==> src/rtl/loopback_pkg.sv <==
// Shared widths and scaling helper for the ADC -> filter -> DAC loopback path.
// Latency: n/a (constants and a pure function only).
// Backpressure: n/a.
package loopback_pkg;

    localparam int ADC_W         = 12;
    localparam int DAC_W         = 14;
    localparam int MAX_LOG2_TAPS = 4;

    // Left shift that moves an ADC-width value into DAC code width.
    function automatic int scale_shift(input int out_w, input int in_w);
        return out_w - in_w;
    endfunction

endpackage

==> src/rtl/sample_history.sv <==
// Circular history of the last 2^LOG2_TAPS samples; exposes the entry about to be overwritten.
// Latency: combinational read of the oldest entry, write takes effect on the next edge.
// Backpressure: none internally; the caller only asserts wr_en on an accepted sample.
module sample_history
    import loopback_pkg::*;
#(
    parameter int IN_W      = ADC_W,
    parameter int LOG2_TAPS = 2
)
(
    input  logic            clk,
    input  logic            rst,
    input  logic            wr_en,
    input  logic [IN_W-1:0] wr_dat,
    output logic [IN_W-1:0] oldest_dat
);

    localparam int TAPS  = 1 << LOG2_TAPS;
    // A single-tap window still needs a 1-bit pointer; it simply never leaves 0.
    localparam int PTR_W = (LOG2_TAPS > 0) ? LOG2_TAPS : 1;

    logic [IN_W-1:0]  hist [TAPS];
    logic [PTR_W-1:0] wptr;

    // The slot at wptr holds the sample leaving the window on the next write.
    assign oldest_dat = hist[wptr];

    // Overwrite the oldest slot and advance the pointer, wrapping at TAPS.
    always_ff @(posedge clk) begin
        if (rst) begin
            wptr <= '0;
            for (int i = 0; i < TAPS; i++) begin
                hist[i] <= '0;
            end
        end else if (wr_en) begin
            hist[wptr] <= wr_dat;
            wptr       <= (wptr == PTR_W'(TAPS - 1)) ? '0 : wptr + 1'b1;
        end
    end

endmodule

==> src/rtl/adc_avg_filter.sv <==
// Boxcar moving average of 2^LOG2_TAPS ADC samples, scaled into DAC code width (FILTER_BYPASS_EN adds a bypass port).
// Latency: 1 cycle from accept to m_axis_tvalid, full throughput of one sample per cycle.
// Backpressure: single output register; s_axis_tready = !m_axis_tvalid || m_axis_tready, tdata held while stalled.
module adc_avg_filter
    import loopback_pkg::*;
#(
    parameter int IN_W      = ADC_W,
    parameter int OUT_W     = DAC_W,
    parameter int LOG2_TAPS = 2
)
(
    input  logic             clk,
    input  logic             rst,
    input  logic [IN_W-1:0]  s_axis_tdata,
    input  logic             s_axis_tvalid,
    output logic             s_axis_tready,
    output logic [OUT_W-1:0] m_axis_tdata,
    output logic             m_axis_tvalid,
    input  logic             m_axis_tready,
`ifdef FILTER_BYPASS_EN
    input  logic             bypass,
`endif
    output logic             fill_done
);

    localparam int TAPS   = 1 << LOG2_TAPS;
    localparam int SUM_W  = IN_W + LOG2_TAPS;
    localparam int SHIFT  = scale_shift(OUT_W, IN_W);
    localparam int WIDE_W = SUM_W + SHIFT;
    localparam int FC_W   = LOG2_TAPS + 1;

    logic              accept;
    logic [IN_W-1:0]   oldest;
    logic [SUM_W-1:0]  sum;
    logic [SUM_W-1:0]  sum_next;
    logic [WIDE_W-1:0] sum_wide;
    logic [OUT_W-1:0]  filt_dat;
    logic [OUT_W-1:0]  out_dat;
    logic [FC_W-1:0]   fill_cnt;

    assign s_axis_tready = !m_axis_tvalid || m_axis_tready;
    assign accept        = s_axis_tvalid && s_axis_tready;

    sample_history #(
        .IN_W      (IN_W),
        .LOG2_TAPS (LOG2_TAPS)
    ) u_history (
        .clk        (clk),
        .rst        (rst),
        .wr_en      (accept),
        .wr_dat     (s_axis_tdata),
        .oldest_dat (oldest)
    );

    // Running sum: add the new sample, drop the one leaving the window.
    // SUM_W is wide enough for TAPS full-scale samples, so this never wraps.
    assign sum_next = sum + SUM_W'(s_axis_tdata) - SUM_W'(oldest);

    // Widen to DAC scale first, then divide by TAPS, so no fractional bits are lost early.
    assign sum_wide = WIDE_W'(sum_next) << SHIFT;
    assign filt_dat = OUT_W'(sum_wide >> LOG2_TAPS);

`ifdef FILTER_BYPASS_EN
    // Bypass only changes what is presented; the window keeps tracking so filtering resumes cleanly.
    assign out_dat = bypass ? (OUT_W'(s_axis_tdata) << SHIFT) : filt_dat;
`else
    assign out_dat = filt_dat;
`endif

    // Running sum register, advanced only on accepted samples.
    always_ff @(posedge clk) begin
        if (rst) begin
            sum <= '0;
        end else if (accept) begin
            sum <= sum_next;
        end
    end

    // Count accepts up to TAPS; fill_done latches once the window holds only real samples.
    always_ff @(posedge clk) begin
        if (rst) begin
            fill_cnt  <= '0;
            fill_done <= 1'b0;
        end else if (accept && (fill_cnt != FC_W'(TAPS))) begin
            fill_cnt <= fill_cnt + 1'b1;
            if (fill_cnt == FC_W'(TAPS - 1)) begin
                fill_done <= 1'b1;
            end
        end
    end

    // Output register: load on accept, otherwise drain when the DAC takes the word.
    always_ff @(posedge clk) begin
        if (rst) begin
            m_axis_tvalid <= 1'b0;
            m_axis_tdata  <= '0;
        end else if (accept) begin
            m_axis_tvalid <= 1'b1;
            m_axis_tdata  <= out_dat;
        end else if (m_axis_tvalid && m_axis_tready) begin
            m_axis_tvalid <= 1'b0;
        end
    end

endmodule

==> config.mk <==
export PLATFORM = sky130hd
export DESIGN_NAME = adc_avg_filter
export DESIGN_NICKNAME = d
export VERILOG_FILES = /design/src/rtl/loopback_pkg.sv /design/src/rtl/sample_history.sv /design/src/rtl/adc_avg_filter.sv
export SDC_FILE = /design/constraint.sdc
export NUM_CORES = 1
export LEC_CHECK = 0
export ABC_AREA = 1
export CORE_ASPECT_RATIO = 2
export CORE_MARGIN = 4
export CORE_UTILIZATION = 53
export CTS_BUF_LIST = sky130_fd_sc_hd__clkbuf_16
export CTS_CLUSTER_DIAMETER = 100
export DETAILED_ROUTE_END_ITERATION = 10
export GPL_TIMING_DRIVEN = 0
export HOLD_SLACK_MARGIN = 0.03
export MAX_ROUTING_LAYER = met4
export PLACE_DENSITY = 0.73
export SLEW_MARGIN = 25
export SYNTH_ARGS = -nofsm -noshare
export SYNTH_HDL_FRONTEND = slang
export SYNTH_HIERARCHICAL = 1
export SYNTH_SLANG_ARGS = --single-unit
==> constraint.sdc <==
create_clock -name clk -period 2.4 [get_ports clk]
set_input_delay 0.72 -clock clk [delete_from_list [all_inputs] [get_ports clk]]
set_output_delay 0.72 -clock clk [all_outputs]
set_load 0.01 [all_outputs]
Yosys cells after proc, flatten, opt, wreduce, memory -nomap -nowiden. Memory sizes are Yosys's and may differ from the RTL's. A register that Yosys moved wholly into a read port is not among the register bits. Index checks and enable logic that the tools add are counted.

Bits in registers: 21. Memory bits (writable): 48. Input bits: 16. Output and inout port bits: 17. Memories: 1.

Add/subtract/negate cells: 4. Equal/unequal tests: 3. Multiplexer cells: 13. Reductions and logical operators: 8.

Memories: u_history.hist (words 4, width 12, read ports 1, clocked after Yosys merged registers in 1, write ports 4, line sample_history.sv:22) `logic [IN_W-1:0] hist [TAPS];`.

Operators by type and width (count): 14-bit by 12-bit adder with 14-bit output (1); 14-bit by 12-bit subtractor with 14-bit output (1); 12-bit 2-to-1 mux (1); 12-bit OR reduction (1); 1-bit 2-to-1 mux (8); 2-bit 2-to-1 mux (4); 3-bit by 1-bit adder with 3-bit output (second input constant) (1); 3-bit by 2-bit equality test with 1-bit output (second input constant) (1); 1-bit logical AND (3); 3-bit inequality test (second input constant) (1); 2-bit by 1-bit adder with 2-bit output (second input constant) (1); 2-bit equality test (second input constant) (1); 2-bit AND reduction (1); 2-bit nonzero test (1); 1-bit zero test (1); 1-bit logical OR (1).

Depth between registers and ports, before layout. Gate-level depths: netlist of the first run.

Depth after elaboration: 8. Mapped depth: 20. Gate-level depth less buffers: 18.

Cells and area by module. Netlist of the first run, hierarchy kept.

Modules (own cells, without submodules): sample_history (instances 1, cells an instance 279, area an instance 2496.1 um^2, sequential area each 1521.5 um^2); adc_avg_filter (instances 1, cells an instance 305, area an instance 1961.9 um^2, sequential area each 380.4 um^2).

Least setup slack after synthesis of the first run. Ideal clock, no wire load.

Path type: register -> register. Start point: register (tool-made name). End point: register m_axis_tdata[8]. Data arrival time: 2.435 ns. Path slack: -0.091 ns. Cell stages (with the launch flop): 17. Buffers on the path: 2. Period minus slack after synthesis: 2.491 ns. Cell sequence: dfxtp_1 > buf_2 > inv_1 > buf_4 > nand2_1 > nand3_1 > nand2_1 > fa_1 > fa_1 > nor2_2 > nor2_2 > nor2_2 > nor2_1 > or2_0 > nand3_1 > nand2_1 > inv_1.

RTL lines: to (signal assigned) (line adc_avg_filter.sv:99) `m_axis_tdata <= out_dat;`; to (decl) (line adc_avg_filter.sv:17) `output logic [OUT_W-1:0] m_axis_tdata,`.

==> results of run 1 <==
-- tightest hold or removal path, stage by stage, from the launching register on --
cell and delay (ns):
sky130_fd_sc_hd__dfxtp_1 0.31, sky130_fd_sc_hd__inv_1 0.05, sky130_fd_sc_hd__a21oi_1 0.05
-- flip-flops by register name (all words and copies together), names as in the netlist, named ones only --
register,cells
u_history/wptr,2
m_axis_tvalid,1
fill_cnt,3
u_history/hist,48
m_axis_tdata,14
fill_done,1
-- power groups by stage --
stage	sequential, W	combinational [W]	clock (W)
finish	0.00151	0.00346	0.00129
global route	0.00153	0.00372	0.00136
floorplan	0.00155	0.00154	0
detailed placement	0.00153	0.00212	0
CTS	0.00151	0.00305	0.00130
global placement	0.00153	0.00208	0
-- cells by family (layout without fill, tap and decap cells) --
kind of cell             after synthesis  after routing  synth area share [%]
adder cells (fa/ha/maj)               30             30                  10.4
AND/OR/NAND/NOR                      255            255                  24.5
XOR/XNOR                               5              5                 0.982
flip-flops                            71             71                  42.7
AO/OA/AOI/OAI                         39             39                  4.52
buffers and inverters                184            252                  16.9
-- metal layers --
| metal | part of all wire (%) | global-route usage [%] | vias up |
|---|---|---|---|
| li1 | - | - | 1868 |
| met1 | 33 | 22.1 | 1773 |
| met2 | 58 | 46.5 | 122 |
| met3 | 3.2 | 3.21 | 55 |
| met4 | 5.7 | 17.2 | 0 |
| met5 | 0 | - | - |
-- synthesized netlist by cell type, types with 4 or more instances --
cell type,instances,share of area [%]
sky130_fd_sc_hd__a21oi_1,27,3.0
sky130_fd_sc_hd__buf_6,5,1.3
sky130_fd_sc_hd__dfxtp_1,23,10
sky130_fd_sc_hd__edfxtp_1,48,32
sky130_fd_sc_hd__fa_1,12,5.4
sky130_fd_sc_hd__ha_1,18,5.1
sky130_fd_sc_hd__inv_1,167,14
sky130_fd_sc_hd__nand2_1,134,11
sky130_fd_sc_hd__nand2_2,4,0.56
sky130_fd_sc_hd__nand3_1,42,4.7
sky130_fd_sc_hd__nor2_1,58,4.9
sky130_fd_sc_hd__nor2_2,6,0.84
sky130_fd_sc_hd__o21ai_0,10,1.1
-- placed cells by master, fill, tap and decap left out, types with 4 or more instances in the layout --
cell | netlist | layout
sky130_fd_sc_hd__inv_6 | 0 | 4
sky130_fd_sc_hd__dfxtp_1 | 23 | 21
sky130_fd_sc_hd__edfxtp_1 | 48 | 48
sky130_fd_sc_hd__nor2_1 | 58 | 51
sky130_fd_sc_hd__a21oi_1 | 27 | 20
sky130_fd_sc_hd__clkdlybuf4s50_1 | 0 | 20
sky130_fd_sc_hd__buf_6 | 5 | 8
sky130_fd_sc_hd__buf_4 | 3 | 17
sky130_fd_sc_hd__a21oi_2 | 1 | 5
sky130_fd_sc_hd__clkbuf_16 | 0 | 9
sky130_fd_sc_hd__fa_1 | 12 | 10
sky130_fd_sc_hd__nand3_2 | 3 | 11
sky130_fd_sc_hd__nor2_4 | 0 | 9
sky130_fd_sc_hd__nand2_4 | 1 | 18
sky130_fd_sc_hd__dlygate4sd2_1 | 0 | 12
sky130_fd_sc_hd__ha_1 | 18 | 6
sky130_fd_sc_hd__inv_2 | 3 | 19
sky130_fd_sc_hd__nor2_2 | 6 | 4
sky130_fd_sc_hd__nand2_1 | 134 | 84
sky130_fd_sc_hd__inv_4 | 0 | 4
sky130_fd_sc_hd__inv_1 | 167 | 145
sky130_fd_sc_hd__ha_4 | 0 | 12
sky130_fd_sc_hd__o21ai_0 | 10 | 8
sky130_fd_sc_hd__nand3_1 | 42 | 31
sky130_fd_sc_hd__nand2_2 | 4 | 34
-- final cells by class --
cell class | instances | area, µm²
Fill cell | 606 | 2180
Multi-Input combinational cell | 329 | 2400
Buffer | 13 | 158
Timing Repair Buffer | 53 | 515
Clock buffer | 9 | 225
Sequential cell | 71 | 1910
Tap cell | 98 | 123
Inverter | 170 | 661
Clock inverter | 7 | 61.3
-- stage by stage --
step	total power (W)	setup TNS (ns)	instances	worst slack, ns	hold WS [ns]
after global placement	0.00360	-56.49	714	-0.870	0.436
after detailed placement	0.00365	-58.91	714	-0.889	0.447
final	0.00625	-1.71	750	-0.223	0.449
after CTS	0.00586	-0.541	744	-0.117	0.456
after floorplan	0.00308	0	584	0.00590	0.447
after global routing	0.00661	-2.79	750	-0.344	0.493
-- worst min path at each step --
stage | from | endpoint | slack [ns]
2_1_floorplan | fill_cnt[0] | fill_cnt[0] | 0.45
5_1_grt | fill_done | fill_done | 0.49
3_5_place_dp | fill_done | fill_done | 0.45
3_3_place_gp | fill_done | fill_done | 0.44
4_1_cts | fill_done | fill_done | 0.46
6_report | fill_done | fill_done | 0.45
-- timing repair --
action | CTS | global route
pin swaps | 44 | 36
setup endpoints to repair | 60 | 47
gates cloned | 1 | 0
setup buffers | 14 | 7
resized for setup | 140 | 49
==> parameters.txt, run 1 <==
Parameter                              Value

Status
  Status    finished, violations left
  Violated checks    negative setup slack

Finish
  Share of cells above drive strength 1    27.8%
  Final-stage net count    693
  Area growth from synthesis to final layout    35.7%
  Antenna Cells    0
  Share of the core filled with cells    73.5%
  Final Instance Area    6050 µm²

Logic synthesis
  Synth warn    6
  Post-Synthesis Mean Instance Area    7.63 µm²
  Main flop type after synthesis    sky130_fd_sc_hd__edfxtp_1
  Netlist cell types    29
  Fraction of synthesis flops using an asynchronous set or reset pin    0%
  Combined area of all synthesized cells    4460 µm²
  FF+latch count, synth    71
  Number of enable flip-flop cells after synthesis    48
  Post-synthesis instance total    584
  Synthesized netlist net count    630
  Share of the yosys chip area belonging to registers    42.7%

Worst setup path
  Required time of the critical path    2.68 ns
  Logic depth of the worst setup path including buffers    18
  Family with the most delay on the worst path    simple AND/OR/NAND/NOR gates
  Critical Path Max Stage Delay    0.52 ns
  Slowest cell on crit path    sky130_fd_sc_hd__fa_1
  Launching element type of the critical path    flop
  Worst flop-to-flop path endpoint    m_axis_tdata[8]
  R2R cell count    18
  Setup crit end kind    flop
  Critical-path cell list    inv_8 -> buf_8 -> buf_12 -> nand2_2 -> nand3_2 -> nand2_2 -> fa_1 -> inv_2 -> ha_4 -> nand2_4 -> inv_4 -> nand2_4 -> nor2_4 -> nor2_4 -> or2_0 -> nand3_1 -> nand2_1 -> inv_1
  Critical path buffers and inverters    6
  Kind of critical path    reg2reg
  Endpoint of the most critical setup path    m_axis_tdata[8]
  Reg-to-reg setup timing slack    -0.22 ns
  Worst-path fanout max    7
  Arrival time worst endpoint    2.91 ns

Clocking
  Root Driver    sky130_fd_sc_hd__clkbuf_16
  Clk sinks    71
  Clock Tree Buf Depth    2
  CTS tree    done
  Clk Latency, worst-skew pair    0.33 ns
  Number of buffers created by CTS    9
  Hold-fix buffers, CTS    0
  Clock transition at path regs    0.06 ns
  CTS H-Tree Depth    3

Pwr
  Clock network fraction of design power    20.5%
  Fraction of power spent switching nets    42.0%
  VDD IR-drop max    0.000723 V
  Part of the power in registers    24.2%
  Leakage dissipation    2.96 nW
  Combinational share of power    55.3%
  Internal power summed over all cells    0.00363 W
  Total power divided by cell area    1030 nW/µm²
  Switching Power    0.00262 W

STA
  Post-route worst setup slack    -0.223 ns
  Endpoints failing hold    0
  Final min period    2.62 ns
  Final Skew    0.00693 ns
  Count of final setup violators    11
  Highest achievable clock rate    0.381 GHz
  Pins over their slew limit    0
  Share of the clock period used by the worst path    109%
  Worst slew margin relative to its limit    66.2%
  Slew at the pin closest to its max-slew limit    0.506 ns
  Unrepaired setup endpoints after global routing    true

Global route
  Total GRT Usage    24.9%
  Total grt overflow    0
  Antenna violations before repair    0
  Largest net degree at the start of global routing    16
  Via count of the first global-routing pass    4141
  First-pass GRT wire length    18.3 mm

Die
  Number of placement rows    47
  Area of the core    8230 µm²
  Ports    33
  Floorplan die area    10000 µm²
  Die height    138 µm
  Starting utilization of the core area    54.1%
  Width of the die    72.9 µm

Placement
  Final Wtd Congestion    0.886
  IO Port Bufs    32
  Standard cell area after detailed placement    4930 µm²
  Post-detailed-placement half-perimeter wirelength    7.99 mm

Route
  Vias/cell    5.09
  Wirelength per Cell    15.4 µm
  First drt pass iteration count    5
  Initial DRC count    172
  Antenna-violating nets left    0
  WL final    11.6 mm
  Total number of vias    3818
  Number of remaining DRC errors    0

Job
  Max-cap violations    0

Hold path
  Number of cells on the worst hold path    2
  Worst Hold Class    reg2reg
No activity file was read; power rests on OpenSTA's default activity.
==> run 2: changes to the inputs <==
--- a/config.mk
+++ b/config.mk
@@ -8,14 +8,14 @@
 export ABC_AREA = 1
 export CORE_ASPECT_RATIO = 2
 export CORE_MARGIN = 4
-export CORE_UTILIZATION = 53
+export CORE_UTILIZATION = 50
 export CTS_BUF_LIST = sky130_fd_sc_hd__clkbuf_16
 export CTS_CLUSTER_DIAMETER = 100
 export DETAILED_ROUTE_END_ITERATION = 10
 export GPL_TIMING_DRIVEN = 0
 export HOLD_SLACK_MARGIN = 0.03
 export MAX_ROUTING_LAYER = met4
-export PLACE_DENSITY = 0.73
+export PLACE_DENSITY = 0.68
 export SLEW_MARGIN = 25
 export SYNTH_ARGS = -nofsm -noshare
 export SYNTH_HDL_FRONTEND = slang
==> parameters.txt, run 2 (same netlist as run 1, synthesis figures left out) <==
Parameter                              Value

Route
  Wirelength per Cell    15.0 µm
  Antenna-violating nets left    0
  First drt pass iteration count    4
  Vias/cell    5.03
  Total number of vias    3786
  Number of remaining DRC errors    0
  Initial DRC count    212
  WL final    11.3 mm

Finish
  Antenna Cells    0
  Final-stage net count    693
  Share of cells above drive strength 1    24.2%
  Area growth from synthesis to final layout    34.6%
  Most common cell after layout, fill and taps aside    sky130_fd_sc_hd__inv_1
  Share of the core filled with cells    69.4%
  Largest Register    u_history/hist
  Highest-count cells in the layout ignoring fill and taps    sky130_fd_sc_hd__inv_1, sky130_fd_sc_hd__nand2_1, sky130_fd_sc_hd__nor2_1
  Largest registers    u_history/hist (48), m_axis_tdata (14), fill_cnt (3)
  Number of flip-flops under the largest register name    48

Global route
  Via count of the first global-routing pass    3923
  Largest net degree at the start of global routing    14
  Total GRT Usage    23.1%
  Antenna violations before repair    0
  Total grt overflow    0
  First-pass GRT wire length    17.8 mm

Clocking
  Clock transition at path regs    0.06 ns
  CTS tree    done
  Clk Latency, worst-skew pair    0.33 ns
  CTS H-Tree Depth    3
  Clock Tree Buf Depth    2
  Root Driver    sky130_fd_sc_hd__clkbuf_16
  Clk sinks    71
  Number of buffers created by CTS    9
  Hold-fix buffers, CTS    0

Hold path
  Min-Delay Startpoint    fill_done
  Endpoint with the worst hold slack    fill_done
  Worst Hold Class    reg2reg
  Number of cells on the worst hold path    2

Status
  Status    finished, violations left
  Violated checks    negative setup slack

Worst setup path
  Critical path buffers and inverters    2
  Reg-to-reg setup timing slack    -0.13 ns
  Arrival time worst endpoint    2.82 ns
  Worst flop-to-flop path endpoint    m_axis_tdata[8]
  Critical Path Max Stage Delay    0.47 ns
  Worst-path fanout max    4
  Kind of critical path    reg2reg
  Slowest cell on crit path    sky130_fd_sc_hd__fa_2
  R2R cell count    14
  Required time of the critical path    2.68 ns
  Launching element type of the critical path    flop
  Setup crit end kind    flop
  Critical-path cell list    buf_4 -> nand2_1 -> nand3_1 -> nand2_1 -> fa_2 -> fa_2 -> nor2_4 -> nor2_4 -> nor2_4 -> nor2_2 -> or2_0 -> nand3_1 -> nand2_1 -> inv_1
  Family with the most delay on the worst path    simple AND/OR/NAND/NOR gates

Pwr
  Total power divided by cell area    1020 nW/µm²
  Clock network fraction of design power    25.1%
  Fraction of power spent switching nets    38.3%
  Leakage dissipation    2.95 nW
  Part of the power in registers    24.6%
  VDD IR-drop max    0.000778 V
  Internal power summed over all cells    0.00379 W
  Combinational share of power    50.3%
  Switching Power    0.00235 W

STA
  Slew at the pin closest to its max-slew limit    0.957 ns
  Final TNS setup    -0.822 ns
  Final Skew    0.00599 ns
  Endpoints failing hold    0
  Share of the clock period used by the worst path    106%
  Unrepaired setup endpoints after global routing    true
  Post-route worst setup slack    -0.135 ns
  Final min period    2.53 ns
  Count of final setup violators    9
  Highest achievable clock rate    0.394 GHz
  Pins over their slew limit    0
  Worst slew margin relative to its limit    36.1%

Die
  Number of placement rows    48
  Die height    142 µm
  Ports    33
  Width of the die    74.8 µm
  Area of the core    8650 µm²
  Floorplan die area    10600 µm²
  Starting utilization of the core area    51.5%

Placement
  Final Wtd Congestion    0.935
  Pre-CTS worst setup slack    -0.902 ns
  Post-detailed-placement half-perimeter wirelength    7.93 mm
  IO Port Bufs    32

Job
  Max-cap violations    0
run 2: changes by cell type in the layout (fill, tap and decap cells not counted), moves of 3 or more:
cell,delta
sky130_fd_sc_hd__inv_4,-3
sky130_fd_sc_hd__nand2_8,+3
sky130_fd_sc_hd__inv_1,+5
sky130_fd_sc_hd__nand2_1,+16
sky130_fd_sc_hd__nand2_4,-10
sky130_fd_sc_hd__nand2_2,-6
sky130_fd_sc_hd__bufinv_16,+3
run 2: final cells by class:
cell class                      count  area [µm²]
Multi-Input combinational cell    332        2330
Inverter                          170         653
Timing Repair Buffer               50         473
Clock inverter                      7         120
Buffer                             13         164
Fill cell                         684        2650
Tap cell                          100         125
Sequential cell                    71        1910
Clock buffer                        9         225
run 2: worst reg2reg max path, delay by kind of cell (launching register included):
kind                     cells  cell delay [ns]
adder cells (fa/ha/maj)      2             0.93
AND/OR/NAND/NOR             10             0.99
flip-flops                   1             0.38
buffers and inverters        2             0.19
run 2: repair_timing:
item                       CTS  global route
pin swaps                   43            32
buffers inserted            13             5
hold endpoints to repair     0             0
cloned                       0             3
setup endpoints to repair   60            47
gates resized for setup    104            51
run 2: power groups by stage:
stage	clock (W)	sequential, W	combinational (W)
4_1_cts	0.00158	0.00150	0.00272
3_3_place_gp	0	0.00153	0.00208
2_1_floorplan	0	0.00155	0.00154
5_1_grt	0.00163	0.00152	0.00340
3_5_place_dp	0	0.00153	0.00212
6_report	0.00154	0.00151	0.00308
run 2: routing by layer:
metal | part of all wire [%] | global-route usage, %
met1 | 35 | 22.0
met2 | 58 | 43.0
met3 | 2.2 | 3.40
met4 | 5.1 | 10.8
met5 | 0 | -
run 2: worst max path at each step:
stage,from,endpoint,cells past startpoint
2_1_floorplan,s_axis_tdata[1],m_axis_tdata[7],11
3_3_place_gp,m_axis_tready,u_history/hist[0][8],11
3_5_place_dp,m_axis_tready,u_history/hist[0][9],11
4_1_cts,flop,m_axis_tdata[8],19
5_1_grt,flop,m_axis_tdata[9],18
6_report,flop,m_axis_tdata[8],14
run 2: through the flow:
step	total power, W	hold WS [ns]	instance area (µm²)	cells
after floorplan	0.00308	0.447	4490	584
after global placement	0.00360	0.436	4930	716
after detailed placement	0.00365	0.449	4930	716
after CTS	0.00580	0.458	5770	745
after global routing	0.00656	0.485	6000	752
final	0.00614	0.455	6000	752
==> run 3: changes to the inputs <==
==> constraint.sdc (replaced) <==
create_clock -name clk -period 2.4 [get_ports clk]
set_input_delay 0.24 -clock clk [delete_from_list [all_inputs] [get_ports clk]]
set_output_delay 0.24 -clock clk [all_outputs]
set_load 0.01 [all_outputs]
==> parameters.txt, run 3 (same netlist as run 1, synthesis figures left out) <==
Parameter                              Value

Status
  Status    finished, violations left
  Violated checks    negative setup slack

Clocking
  CTS tree    done
  Number of buffers created by CTS    9
  Hold-fix buffers, CTS    0
  Clk Latency, worst-skew pair    0.33 ns
  Clk sinks    71
  Clock transition at path regs    0.06 ns
  Root Driver    sky130_fd_sc_hd__clkbuf_16
  CTS H-Tree Depth    3
  Clock Tree Buf Depth    2

Worst setup path
  Critical Path Max Stage Delay    0.47 ns
  Slowest cell on crit path    sky130_fd_sc_hd__fa_1
  Arrival time worst endpoint    2.87 ns
  Kind of critical path    reg2reg
  Required time of the critical path    2.67 ns
  Launching element type of the critical path    flop
  Setup crit end kind    flop
  Critical-path cell list    buf_8 -> inv_8 -> clkbuf_16 -> nand2_1 -> nand3_1 -> nand2_1 -> fa_1 -> inv_1 -> ha_4 -> nand2_1 -> nand2_2 -> nand2_1 -> nand2_2 -> a21oi_2 -> or2_0 -> nand3_1 -> nand2_1 -> inv_1
  CP dominant cell by count    sky130_fd_sc_hd__nand2_1
  Worst-path fanout max    6

Global route
  First-pass GRT wire length    17.1 mm
  Total GRT Usage    22.0%
  Largest net degree at the start of global routing    14
  Via count of the first global-routing pass    3822
  Total grt overflow    0
  Antenna violations before repair    0

STA
  Share of the clock period used by the worst path    108%
  Final TNS setup    -1.28 ns
  Worst slew margin relative to its limit    51.3%
  Hold Slack    0.452 ns
  Unrepaired setup endpoints after global routing    true
  Highest achievable clock rate    0.385 GHz
  Endpoints failing hold    0
  Post-route worst setup slack    -0.196 ns
  Final min period    2.60 ns
  Count of final setup violators    11
  Slew at the pin closest to its max-slew limit    0.731 ns
  Pins over their slew limit    0
  Final Skew    0.00476 ns

Finish
  Share of the core filled with cells    66.7%
  Most common cell after layout, fill and taps aside    sky130_fd_sc_hd__inv_1
  Largest Register    u_history/hist
  Share of cells above drive strength 1    19.9%
  Number of flip-flops under the largest register name    48
  Antenna Cells    0
  Largest registers    u_history/hist (48), m_axis_tdata (14), fill_cnt (3)
  Area growth from synthesis to final layout    29.5%
  Highest-count cells in the layout ignoring fill and taps    sky130_fd_sc_hd__inv_1, sky130_fd_sc_hd__nand2_1, sky130_fd_sc_hd__nor2_1
  Final-stage net count    688

Pwr
  Total power divided by cell area    1030 nW/µm²
  Leakage dissipation    2.88 nW
  Total chip power    0.00592 W
  VDD IR-drop max    0.000588 V

Route
  Number of remaining DRC errors    0
  Initial DRC count    155
  WL final    11.0 mm
  Vias/cell    5.02
  Wirelength per Cell    14.7 µm
  Total number of vias    3750
  First drt pass iteration count    6
  Antenna-violating nets left    0

Placement
  IO Port Bufs    32
  Final Wtd Congestion    0.909
  Pre-CTS worst setup slack    -0.430 ns
  Post-detailed-placement half-perimeter wirelength    8.13 mm

Die
  Ports    33
  Starting utilization of the core area    51.5%
  Area of the core    8650 µm²
  Width of the die    74.8 µm
  Floorplan die area    10600 µm²
  Die height    142 µm
  Number of placement rows    48

Hold path
  Worst Hold Class    reg2reg

Job
  Max-cap violations    0
run 3: timing repair:
action                                  in CTS  in global routing
setup buffers                                9                  4
endpoints found under the setup margin      47                 18
pin swaps                                   19                 12
cloned                                       1                  1
gates resized for setup                     63                 30
run 3: metal layers:
layer  share of wire [%]  GRT usage (%)  vias up
met5                   0              -        -
met4                 4.7           11.4        0
met3                 3.1           2.91       36
met2                  58           41.6       89
met1                  34           20.0     1763
li1                    -              -     1862
run 3: layout make-up:
class                   instances  area, µm²
plain buffers                  14        160
clock buffers                   9        225
clock inverters                 7        115
fillers                       711       2880
inverters                     170        646
multi-input cells             329       2120
flip-flops and latches         71       1900
well taps                     100        125
repair buffers                 47        474
run 3: power by group:
part / total [W] / switching, W / internal [W]
combinational: 0.00290 / 0.00165 / 0.00125
sequential: 0.00151 / 0.0000658 / 0.00144
clock: 0.00151 / 0.000502 / 0.00101
run 3: final timing paths:
kind / from / slack [ns] / cells after the start / end
worst min register to register: fill_done / 0.45 / 2 / fill_done
worst max register to register: flop / -0.20 / 18 / m_axis_tdata[6]
worst min-delay path: fill_done / 0.45 / 2 / fill_done
worst max-delay path: flop / -0.20 / 18 / m_axis_tdata[6]
run 3: per-stage QoR:
| stage | instances | area (µm²) |
|---|---|---|
| 2_1_floorplan | 584 | 4490 |
| 3_3_place_gp | 716 | 4930 |
| 3_5_place_dp | 716 | 4930 |
| 4_1_cts | 742 | 5630 |
| 5_1_grt | 747 | 5770 |
| 6_report | 747 | 5770 |
run 3: critical path: cells and delay by family, from the launching register on:
family,cells,cell delay (ns)
AO/OA/AOI/OAI,1,0.05
AND/OR/NAND/NOR,10,0.91
buffers and inverters,5,0.47
adder cells (fa/ha/maj),2,0.77
flip-flops,1,0.32
